File: config.mk
export PLATFORM = sky130hd
export DESIGN_NAME = phy_rx_framer_flat
export DESIGN_NICKNAME = d
export VERILOG_FILES = /design/src/rtl/phy_rx_framer_if.sv /design/src/rtl/phy_rx_framer.sv /design/src/flat_wrapper.sv
export SDC_FILE = /design/constraint.sdc
export NUM_CORES = 1
export LEC_CHECK = 0
export BUFFER_PORTS_ARGS = -buffer_cell sky130_fd_sc_hd__buf_2
export CAP_MARGIN = 20
export CORE_UTILIZATION = 55
export DETAILED_ROUTE_END_ITERATION = 7
export PLACE_DENSITY = 0.76
export SLEW_MARGIN = 30
export SYNTH_ARGS = -nofsm -noshare
export SYNTH_HDL_FRONTEND = slang
export SYNTH_SLANG_ARGS = --single-unit
File: constraint.sdc
create_clock -name clk -period 2.2 [get_ports clk]
set_input_delay 0.44 -clock clk [delete_from_list [all_inputs] [get_ports clk]]
set_output_delay 0.44 -clock clk [all_outputs]
set_load 0.005 [all_outputs]
File: src/rtl/phy_rx_framer_if.sv
// Bit-stream input and framed-output bundle between the BMC decoder and the receive framer.
// The master drives decoded bits and clear; the slave (framer) returns bytes and frame strobes.
interface phy_rx_framer_if;
    logic       rx_bit;
    logic       rx_bit_en;
    logic       rx_clr;
    logic [7:0] rx_byte;
    logic       rx_byte_en;
    logic       rx_sop_det;
    logic [1:0] rx_sop_type;
    logic       rx_eop;
    logic       rx_err;
    logic       rx_busy;

    modport master (
        output rx_bit, rx_bit_en, rx_clr,
        input  rx_byte, rx_byte_en, rx_sop_det, rx_sop_type, rx_eop, rx_err, rx_busy
    );

    modport slave (
        input  rx_bit, rx_bit_en, rx_clr,
        output rx_byte, rx_byte_en, rx_sop_det, rx_sop_type, rx_eop, rx_err, rx_busy
    );
endinterface

File: src/rtl/phy_rx_framer.sv
// Receive framer: preamble lock, ordered-set hunt, 4b5b symbol decode into bytes.
// Latency: every strobe is registered, one cycle after the rx_bit_en carrying the completing bit.
// No backpressure: bits are consumed as strobed; rx_clr drops the coincident bit.
module phy_rx_framer #(
    parameter int PREAMBLE_MIN = 16,
    parameter int HUNT_MAX     = 20
) (
    input  logic           clk,
    input  logic           rst_n,
    phy_rx_framer_if.slave rx
);
    localparam int AW = $clog2(PREAMBLE_MIN + 1);
    localparam int HW = $clog2(HUNT_MAX + 1);
    localparam logic [AW-1:0] ALT_SAT  = AW'(PREAMBLE_MIN);
    localparam logic [HW-1:0] HUNT_LIM = HW'(HUNT_MAX);

    localparam logic [4:0] K_S1  = 5'b11000;
    localparam logic [4:0] K_S2  = 5'b10001;
    localparam logic [4:0] K_S3  = 5'b00110;
    localparam logic [4:0] K_R1  = 5'b00111;
    localparam logic [4:0] K_R2  = 5'b11001;
    localparam logic [4:0] K_EOP = 5'b01101;

    // Oldest symbol sits in the low bits of the window.
    localparam logic [19:0] OS_SOP  = {K_S2, K_S1, K_S1, K_S1};
    localparam logic [19:0] OS_SOP1 = {K_S3, K_S3, K_S1, K_S1};
    localparam logic [19:0] OS_SOP2 = {K_S3, K_S1, K_S3, K_S1};
    localparam logic [19:0] OS_HRST = {K_R2, K_R1, K_R1, K_R1};

    typedef enum logic [1:0] {
        IDLE = 2'd0,
        HUNT = 2'd1,
        DATA = 2'd2
    } state_t;

    state_t        state_q, state_d;
    logic [AW-1:0] alt_q, alt_d, alt_next;
    logic [HW-1:0] hunt_q, hunt_d, hunt_next;
    logic          hunting_q, hunting_d;
    logic [18:0]   hist_q, hist_d;
    logic          prev_q, prev_d;
    logic [2:0]    bit_q, bit_d;
    logic          nib_hi_q, nib_hi_d;
    logic [3:0]    low_q, low_d;
    logic [7:0]    byte_q, byte_d;
    logic [1:0]    type_q, type_d;
    logic          byte_en_q, byte_en_d;
    logic          sop_q, sop_d;
    logic          eop_q, eop_d;
    logic          err_q, err_d;
    logic          go_idle;
    logic [19:0]   win;
    logic [4:0]    sym;
    logic [4:0]    dec;

    // Returns {valid, nibble}; valid=0 for K-codes and illegal codes.
    function automatic logic [4:0] decode_sym(input logic [4:0] s);
        logic [4:0] r;
        r = 5'b0;
        case (s)
            5'b11110: r = {1'b1, 4'h0};
            5'b01001: r = {1'b1, 4'h1};
            5'b10100: r = {1'b1, 4'h2};
            5'b10101: r = {1'b1, 4'h3};
            5'b01010: r = {1'b1, 4'h4};
            5'b01011: r = {1'b1, 4'h5};
            5'b01110: r = {1'b1, 4'h6};
            5'b01111: r = {1'b1, 4'h7};
            5'b10010: r = {1'b1, 4'h8};
            5'b10011: r = {1'b1, 4'h9};
            5'b10110: r = {1'b1, 4'hA};
            5'b10111: r = {1'b1, 4'hB};
            5'b11010: r = {1'b1, 4'hC};
            5'b11011: r = {1'b1, 4'hD};
            5'b11100: r = {1'b1, 4'hE};
            5'b11101: r = {1'b1, 4'hF};
            default:  r = 5'b0;
        endcase
        return r;
    endfunction

    // The 20-bit match window is the 19 bits of history plus the incoming bit.
    assign win = {rx.rx_bit, hist_q};
    assign sym = win[19:15];
    assign dec = decode_sym(sym);

    always_comb begin
        state_d   = state_q;
        alt_d     = alt_q;
        hunt_d    = hunt_q;
        hunting_d = hunting_q;
        hist_d    = hist_q;
        prev_d    = prev_q;
        bit_d     = bit_q;
        nib_hi_d  = nib_hi_q;
        low_d     = low_q;
        byte_d    = byte_q;
        type_d    = type_q;
        byte_en_d = 1'b0;
        sop_d     = 1'b0;
        eop_d     = 1'b0;
        err_d     = 1'b0;
        go_idle   = 1'b0;
        alt_next  = alt_q;
        hunt_next = hunt_q;

        if (rx.rx_clr) begin
            state_d   = IDLE;
            alt_d     = '0;
            hunt_d    = '0;
            hunting_d = 1'b0;
            hist_d    = '0;
            prev_d    = 1'b1;
            bit_d     = '0;
            nib_hi_d  = 1'b0;
            low_d     = '0;
            byte_d    = '0;
            type_d    = '0;
        end else if (rx.rx_bit_en) begin
            hist_d = win[19:1];
            prev_d = rx.rx_bit;
            if (rx.rx_bit != prev_q)
                alt_next = (alt_q == ALT_SAT) ? alt_q : alt_q + AW'(1);
            else
                alt_next = AW'(1);

            case (state_q)
                IDLE: begin
                    alt_d = alt_next;
                    if (alt_next == ALT_SAT) begin
                        state_d   = HUNT;
                        hunt_d    = '0;
                        hunting_d = 1'b0;
                    end
                end
                HUNT: begin
                    // The abort budget only starts once the preamble breaks.
                    if (hunting_q) begin
                        hunt_next = hunt_q + HW'(1);
                    end else if (rx.rx_bit == prev_q) begin
                        hunting_d = 1'b1;
                        hunt_next = HW'(1);
                    end
                    hunt_d = hunt_next;
                    if (win == OS_SOP || win == OS_SOP1 || win == OS_SOP2) begin
                        sop_d    = 1'b1;
                        type_d   = (win == OS_SOP) ? 2'd0 : (win == OS_SOP1) ? 2'd1 : 2'd2;
                        state_d  = DATA;
                        bit_d    = '0;
                        nib_hi_d = 1'b0;
                    end else if (win == OS_HRST) begin
                        sop_d   = 1'b1;
                        type_d  = 2'd3;
                        go_idle = 1'b1;
                    end else if (hunt_next == HUNT_LIM) begin
                        err_d   = 1'b1;
                        go_idle = 1'b1;
                    end
                end
                DATA: begin
                    if (bit_q == 3'd4) begin
                        bit_d = '0;
                        if (dec[4]) begin
                            if (nib_hi_q) begin
                                byte_d    = {dec[3:0], low_q};
                                byte_en_d = 1'b1;
                                nib_hi_d  = 1'b0;
                            end else begin
                                low_d    = dec[3:0];
                                nib_hi_d = 1'b1;
                            end
                        end else if (sym == K_EOP) begin
                            eop_d   = ~nib_hi_q;
                            err_d   = nib_hi_q;
                            go_idle = 1'b1;
                        end else begin
                            err_d   = 1'b1;
                            go_idle = 1'b1;
                        end
                    end else begin
                        bit_d = bit_q + 3'd1;
                    end
                end
                default: go_idle = 1'b1;
            endcase

            if (go_idle) begin
                state_d   = IDLE;
                alt_d     = '0;
                hunt_d    = '0;
                hunting_d = 1'b0;
                bit_d     = '0;
                nib_hi_d  = 1'b0;
            end
        end
    end

    always_ff @(posedge clk or negedge rst_n) begin
        if (!rst_n) begin
            state_q   <= IDLE;
            alt_q     <= '0;
            hunt_q    <= '0;
            hunting_q <= 1'b0;
            hist_q    <= '0;
            prev_q    <= 1'b1;
            bit_q     <= '0;
            nib_hi_q  <= 1'b0;
            low_q     <= '0;
            byte_q    <= '0;
            type_q    <= '0;
            byte_en_q <= 1'b0;
            sop_q     <= 1'b0;
            eop_q     <= 1'b0;
            err_q     <= 1'b0;
        end else begin
            state_q   <= state_d;
            alt_q     <= alt_d;
            hunt_q    <= hunt_d;
            hunting_q <= hunting_d;
            hist_q    <= hist_d;
            prev_q    <= prev_d;
            bit_q     <= bit_d;
            nib_hi_q  <= nib_hi_d;
            low_q     <= low_d;
            byte_q    <= byte_d;
            type_q    <= type_d;
            byte_en_q <= byte_en_d;
            sop_q     <= sop_d;
            eop_q     <= eop_d;
            err_q     <= err_d;
        end
    end

    assign rx.rx_byte     = byte_q;
    assign rx.rx_byte_en  = byte_en_q;
    assign rx.rx_sop_det  = sop_q;
    assign rx.rx_sop_type = type_q;
    assign rx.rx_eop      = eop_q;
    assign rx.rx_err      = err_q;
    assign rx.rx_busy     = (state_q != IDLE);
endmodule

File: src/flat_wrapper.sv
// flat-port wrapper written by rule: the top's interface ports become plain ports
module phy_rx_framer_flat 
#(
    parameter int PREAMBLE_MIN = 16,
    parameter int HUNT_MAX     = 20
)
  (clk, rst_n, rx_rx_bit, rx_rx_bit_en, rx_rx_clr, rx_rx_byte, rx_rx_byte_en, rx_rx_sop_det, rx_rx_sop_type, rx_rx_eop, rx_rx_err, rx_rx_busy);
  phy_rx_framer_if rx_i ();
  input  logic clk;
  input  logic rst_n;
  input wire logic [$bits(rx_i.rx_bit)-1:0] rx_rx_bit;
  input wire logic [$bits(rx_i.rx_bit_en)-1:0] rx_rx_bit_en;
  input wire logic [$bits(rx_i.rx_clr)-1:0] rx_rx_clr;
  output wire logic [$bits(rx_i.rx_byte)-1:0] rx_rx_byte;
  output wire logic [$bits(rx_i.rx_byte_en)-1:0] rx_rx_byte_en;
  output wire logic [$bits(rx_i.rx_sop_det)-1:0] rx_rx_sop_det;
  output wire logic [$bits(rx_i.rx_sop_type)-1:0] rx_rx_sop_type;
  output wire logic [$bits(rx_i.rx_eop)-1:0] rx_rx_eop;
  output wire logic [$bits(rx_i.rx_err)-1:0] rx_rx_err;
  output wire logic [$bits(rx_i.rx_busy)-1:0] rx_rx_busy;
  assign rx_i.rx_bit = rx_rx_bit;
  assign rx_i.rx_bit_en = rx_rx_bit_en;
  assign rx_i.rx_clr = rx_rx_clr;
  assign rx_rx_byte = rx_i.rx_byte;
  assign rx_rx_byte_en = rx_i.rx_byte_en;
  assign rx_rx_sop_det = rx_i.rx_sop_det;
  assign rx_rx_sop_type = rx_i.rx_sop_type;
  assign rx_rx_eop = rx_i.rx_eop;
  assign rx_rx_err = rx_i.rx_err;
  assign rx_rx_busy = rx_i.rx_busy;
  phy_rx_framer #(.PREAMBLE_MIN(PREAMBLE_MIN), .HUNT_MAX(HUNT_MAX)) u_core (.clk(clk), .rst_n(rst_n), .rx(rx_i));
endmodule
Word level (Yosys, flattened, before mapping)
Memories as Yosys holds them, arrays and structs flattened.
Index checks and enable logic that the tools add are counted.

storage, ports and cells
  memories kept = 1
  memory bits (read-only) = 160
  memory bits (writable) = 0
  bits of input ports = 5
  register bits = 55
  bits in latches = 0

memories
  memory            depth  width  rd ports  clocked after Yosys merged registers in  wr ports  RTL line             text
  (name not given)  32     5      1         0                                        0         phy_rx_framer.sv:60  case (s)

operators by class
  add/subtract/negate cells = 3
  equality and inequality tests = 18
  bitwise operators = 1
  divide/modulo/power cells = 0
  muxes and demuxes = 101
  reduce and logical (&&, ||, !) cells = 22
  $lt $le $gt $ge = 0
  shift-type cells = 0
  multipliers = 0

operators by type and width
  cell                    count
  $mux W5                 17
  $mux W8                 6
  $mux W1                 46
  $eq A20 B18 Y1 const B  2
  $eq A20 B20 Y1 const B  2
  $mux W19                2
  $mux W2                 12
  $mux W4                 6
  $ne A4 B2 Y1 const B    4
  $eq A5 B5 Y1 const B    3
  $mux W3                 5
  $reduce_and A5 Y1       3
  $reduce_bool A2 Y1      7
  $add A5 B1 Y5 const B   2
  $pmux W5 S2             1
  $reduce_and A3 Y1       3
  $reduce_bool A4 Y1      2
  $pmux W1 S2             3
  $pmux W3 S2             1
  $reduce_bool A3 Y1      2
  $eq A5 B4 Y1 const B    1
  $pmux W2 S2             1
  $reduce_and A4 Y1       1
  $add A3 B1 Y3 const B   1
  11 further kinds        12

Longest topological paths before layout
  depth in word-level cells = 16
  depth in mapped cells = 10

Least setup slack after synthesis
OpenSTA, ideal clock, no wires.

  kind = register to register
  from = reg u_core.hunt_q[0]
  to = reg u_core.hunt_q[1]
  path buffers = 0
  arrival = 2.060 ns
  cell stages (with the launch flop) = 8
  setup slack = 0.003 ns
  period minus slack after synthesis = 2.197 ns
  required time = 2.063 ns
  path through = dfrtp_1 ha_1 xnor2_1 a2111o_1 a221oi_2 o211ai_4 a31oi_1 o32ai_1

on the way
  cells in the longest elaborated chain, start to end = 15

RTL lines
  item                                             RTL line                                    text
  start, declared                                  phy_rx_framer.sv:38                         logic [HW-1:0] hunt_q, hunt_d, hunt_next;
  start signal, assigned                           phy_rx_framer.sv:218                        hunt_q <= hunt_d;
  $add A5 B1 Y5 / $mux W5 (equally long branches)  phy_rx_framer.sv:139, phy_rx_framer.sv:140
  $mux W5 *                                        phy_rx_framer.sv:138                        if (hunting_q) begin
  $mux W5 *                                        phy_rx_framer.sv:127                        case (state_q)
  $mux W5 *                                        phy_rx_framer.sv:119                        end else if (rx.rx_bit_en) begin
  $mux W5 *                                        phy_rx_framer.sv:107                        if (rx.rx_clr) begin
  $eq A5 B5 Y1                                     phy_rx_framer.sv:155                        end else if (hunt_next == HUNT_LIM) begin
  $mux W1                                          phy_rx_framer.sv:155
  $mux W1                                          phy_rx_framer.sv:151                        end else if (win == OS_HRST) begin
  $mux W1                                          phy_rx_framer.sv:145                        if (win == OS_SOP || win == OS_SOP1 || win == OS_SOP2) begin
  $pmux W1 S3                                      phy_rx_framer.sv:127
  $mux W1                                          phy_rx_framer.sv:119
  $mux W1                                          phy_rx_framer.sv:107
  $mux W5                                          phy_rx_framer.sv:187                        if (go_idle) begin
  $mux W5                                          phy_rx_framer.sv:119
  $mux W5                                          phy_rx_framer.sv:107

Mark *: on every way between the ends. The rest lies on a longest branch, timed or not. The select of a mux whose other input is x is not followed.
A chain may end at the register's enable or synchronous reset.

Final worst setup path
  from = reg u_core.hunt_q[0]
  to = reg u_core.hunt_q[0]

The elaborated chain is that of the path after synthesis.

==> results.sh <==
export IMPL_io_pin_count=20
export IMPL_synthTopCellsByArea="dfrtp_1, mux2i_1, nor2_1"
export IMPL_violations="negative setup slack"
export IMPL_reg2reg_depth=7
export IMPL_drive_above_1_share=0.354
export IMPL_core_area_um2=6060
export IMPL_place_hpwl_um=5650
export IMPL_max_freq_mhz=450
export IMPL_r2r_start="u_core.hunt_q[0]"
export IMPL_final_cells=496
export IMPL_drt_wl_total_um=8390
export IMPL_power_density_nw_per_um2=434
export IMPL_use_met3=0.0396
export IMPL_drv_slew=0
export IMPL_synth_compound_area_frac=0.183
export IMPL_multi_input_area_um2=2140
export IMPL_cts_root_buf="clkbuf_8"
export IMPL_rows=28
export IMPL_start_util=0.586
export IMPL_cts_max_level=2
export IMPL_synth_area_um2=3550
export IMPL_gp_congestion=0.905
export IMPL_ys_warnings_count=0
export IMPL_synth_edf_count=0
export IMPL_die_area_um2=6790
export IMPL_status="finished with violations"
export IMPL_setup_violations=1
export IMPL_yosys_area_share_simple=0.212
export IMPL_clk_pin_slew_ns=0.10
export IMPL_finalCritPeriodShare=1.01
export IMPL_cp_arrival_ns=2.42
export IMPL_place_inst=477
export IMPL_first_global_vias=2854
export IMPL_routedWlPerCell_um=16.9
export IMPL_synth_top_area_cell="dfrtp_1"
export IMPL_path_max_fanout=7
export IMPL_nFillCells=453
export IMPL_area_growth_pct=22.1
export IMPL_maxSlewHeadroom=0.641
export IMPL_synth_top_family_by_area="simple AND/OR/NAND/NOR gates"
export IMPL_gr_usage_met2=0.461
export IMPL_clock_latency_ns=0.32
export IMPL_period_minus_slack_ns=2.22
export IMPL_rsz0062_at_grt="true"
export IMPL_die_h_um=82.4
export IMPL_cp_required_ns=2.40
export IMPL_ant_nets=0
export IMPL_clockBufferDepth=2
export IMPL_antenna_found_initial=0
export IMPL_r2r_end="u_core.hunt_q[0]"
export IMPL_synth_distinct_cells=73
export IMPL_criticalPathCategory="reg2reg"
export IMPL_cp_startpoint="u_core.hunt_q[0]"
export IMPL_synth_avg_cell_area_um2=10.0
export IMPL_vias_per_cell=6.01
export IMPL_cts_tree="built"
export IMPL_hold_class="in2async"
export IMPL_antenna_cells=0
export IMPL_numClockSinks=55
export IMPL_ir_drop_v=0.000339
export IMPL_grt_util_met1=0.317
export IMPL_synth_fa_ha_area_frac=0.0422
export IMPL_drt_iter0_drc=93
export IMPL_finalHoldViolations=0
export IMPL_synth_ff_type="dfrtp_1"
export IMPL_grt_overflow=0
export IMPL_drc=0
export IMPL_grt_most_used_layer="met2"
export IMPL_nets=437
export IMPL_finalClockSkew_ns=0.0130
export IMPL_muxShareOfSynthArea=0.101
export IMPL_p_leak_uw=0.00193
export IMPL_synth_xor_area_share=0.0123
export IMPL_cts_inserted_buffers=5
export IMPL_synth_top_area_frac=0.380
export IMPL_cp_start_kind="register"
export IMPL_grt_max_degree=56
export IMPL_final_util=0.716
export IMPL_first_pass_iters=4
export IMPL_grt_pass1_wl_um=13200
export IMPL_seq_area_um2=1380
export IMPL_rrSetupSlack_ns=-0.02
export IMPL_tightest_slew_ns=0.531
export IMPL_io_buffers=19
export IMPL_maxCapViolCount=0
export IMPL_vias=2982
export IMPL_die_w_um=82.4
export IMPL_end_kind="register"
export IMPL_track_usage=0.259
export IMPL_ys_seq_area_frac=0.388
export IMPL_fin_ws_ns=-0.0207
export IMPL_synth_fp_nets=371
export IMPL_syn_inst=354
export IMPL_yosys_register_bits=55
export IMPL_synthArstFlopShare=1.00
==> synthesized netlist by cell type, drive strengths merged (4+ instances only) <==
master  count
a211oi      4
a21o        6
a21oi      15
a31oi       6
and3        5
buf         9
clkbuf     11
dfrtp      54
ha         12
inv        18
mux2        8
mux2i      27
nand2      22
nand3      12
nand3b      4
nand4       7
nor2       42
nor2b       4
nor3        5
nor4b       4
o21ai      12
o32ai       6
or2         6
==> routing by layer <==
metal / part of all wire / vias to the layer above
li1: - / 1435
met1: 0.42 / 1467
met2: 0.53 / 56
met3: 0.031 / 24
met4: 0.024 / 0
met5: 0 / -
==> registers in the layout (all words and copies together) (netlist names), 2 cells and up <==
register	cells
u_core.rx.rx_sop_type	2
u_core.hunt_q	5
u_core.alt_q	5
u_core.rx.rx_byte	8
u_core.low_q	4
u_core.hist_q	19
u_core.state_q	2
u_core.bit_q	3
==> worst max-delay path by stage <==
stage	end	cells past startpoint
finish	u_core.hunt_q[0]	7
detailed placement	u_core.state_q[1]	7
global placement	u_core.state_q[1]	7
floorplan	u_core.hunt_q[1]	7
CTS	u_core.state_q[0]	7
global route	u_core.hunt_q[0]	8
==> where the power goes <==
| part | total [uW] | internal (uW) | switching [uW] |
|---|---|---|---|
| combinational | 259 | 109 | 150 |
| sequential | 1030 | 1020 | 9.66 |
| clock | 594 | 232 | 362 |
==> kinds of logic after synthesis <==
logic type / count (synthesis)
flops: 55
buf+inv: 39
mux: 35
compound gates: 75
xor+xnor: 5
simple gates: 133
fa+ha+maj: 12
==> final cells by class <==
type,count,area share
multi-input combinational,261,0.492
clock buffer,5,0.0159
timing repair buffer,79,0.132
tap,75,0.0216
inverter,18,0.0156
sequential,55,0.318
clock inverter,3,0.00519
==> repair_timing <==
action,4_1_cts,5_1_grt
hold buffers,0,0
buffers inserted,6,5
hold endpoints to repair,0,0
pin swaps,12,20
gates resized for setup,24,14
endpoints found under the setup margin,16,22
gates cloned,1,0
==> worst max-delay path, stage by stage, from the launching register on <==
cell,delay (ns)
dfrtp_1,0.44
ha_4,0.26
a2111o_1,0.37
a221oi_2,0.27
buf_4,0.17
o211ai_4,0.15
buf_6,0.18
a32o_2,0.27
==> metrics by stage <==
stage	instance area (um^2)	hold WS (ns)	setup WS, ns	TNS, ns	total power (uW)
6_report	4340	0.107	-0.0207	-0.0207	1880
5_1_grt	4340	0.129	-0.102	-0.895	1960
4_1_cts	4220	0.112	-0.0134	-0.0338	1890
3_5_place_dp	3980	0.462	-0.174	-1.16	1270
3_3_place_gp	3980	0.461	-0.0776	-0.328	1270
2_1_floorplan	3550	0.144	0.00312	0	1190
==> placed cells by master, fill, tap and decap left out, drive strengths merged, types with 7 or more instances in the layout <==
cell type,Yosys,final
nor2,42,42
nand4,7,7
inv,18,20
a21oi,15,15
mux2,8,8
o21ai,12,12
mux2i,27,27
nand2,22,23
buf,9,79
dfrtp,54,54
nand3,12,12
ha,12,12
Power figures use the tool's default switching activity.
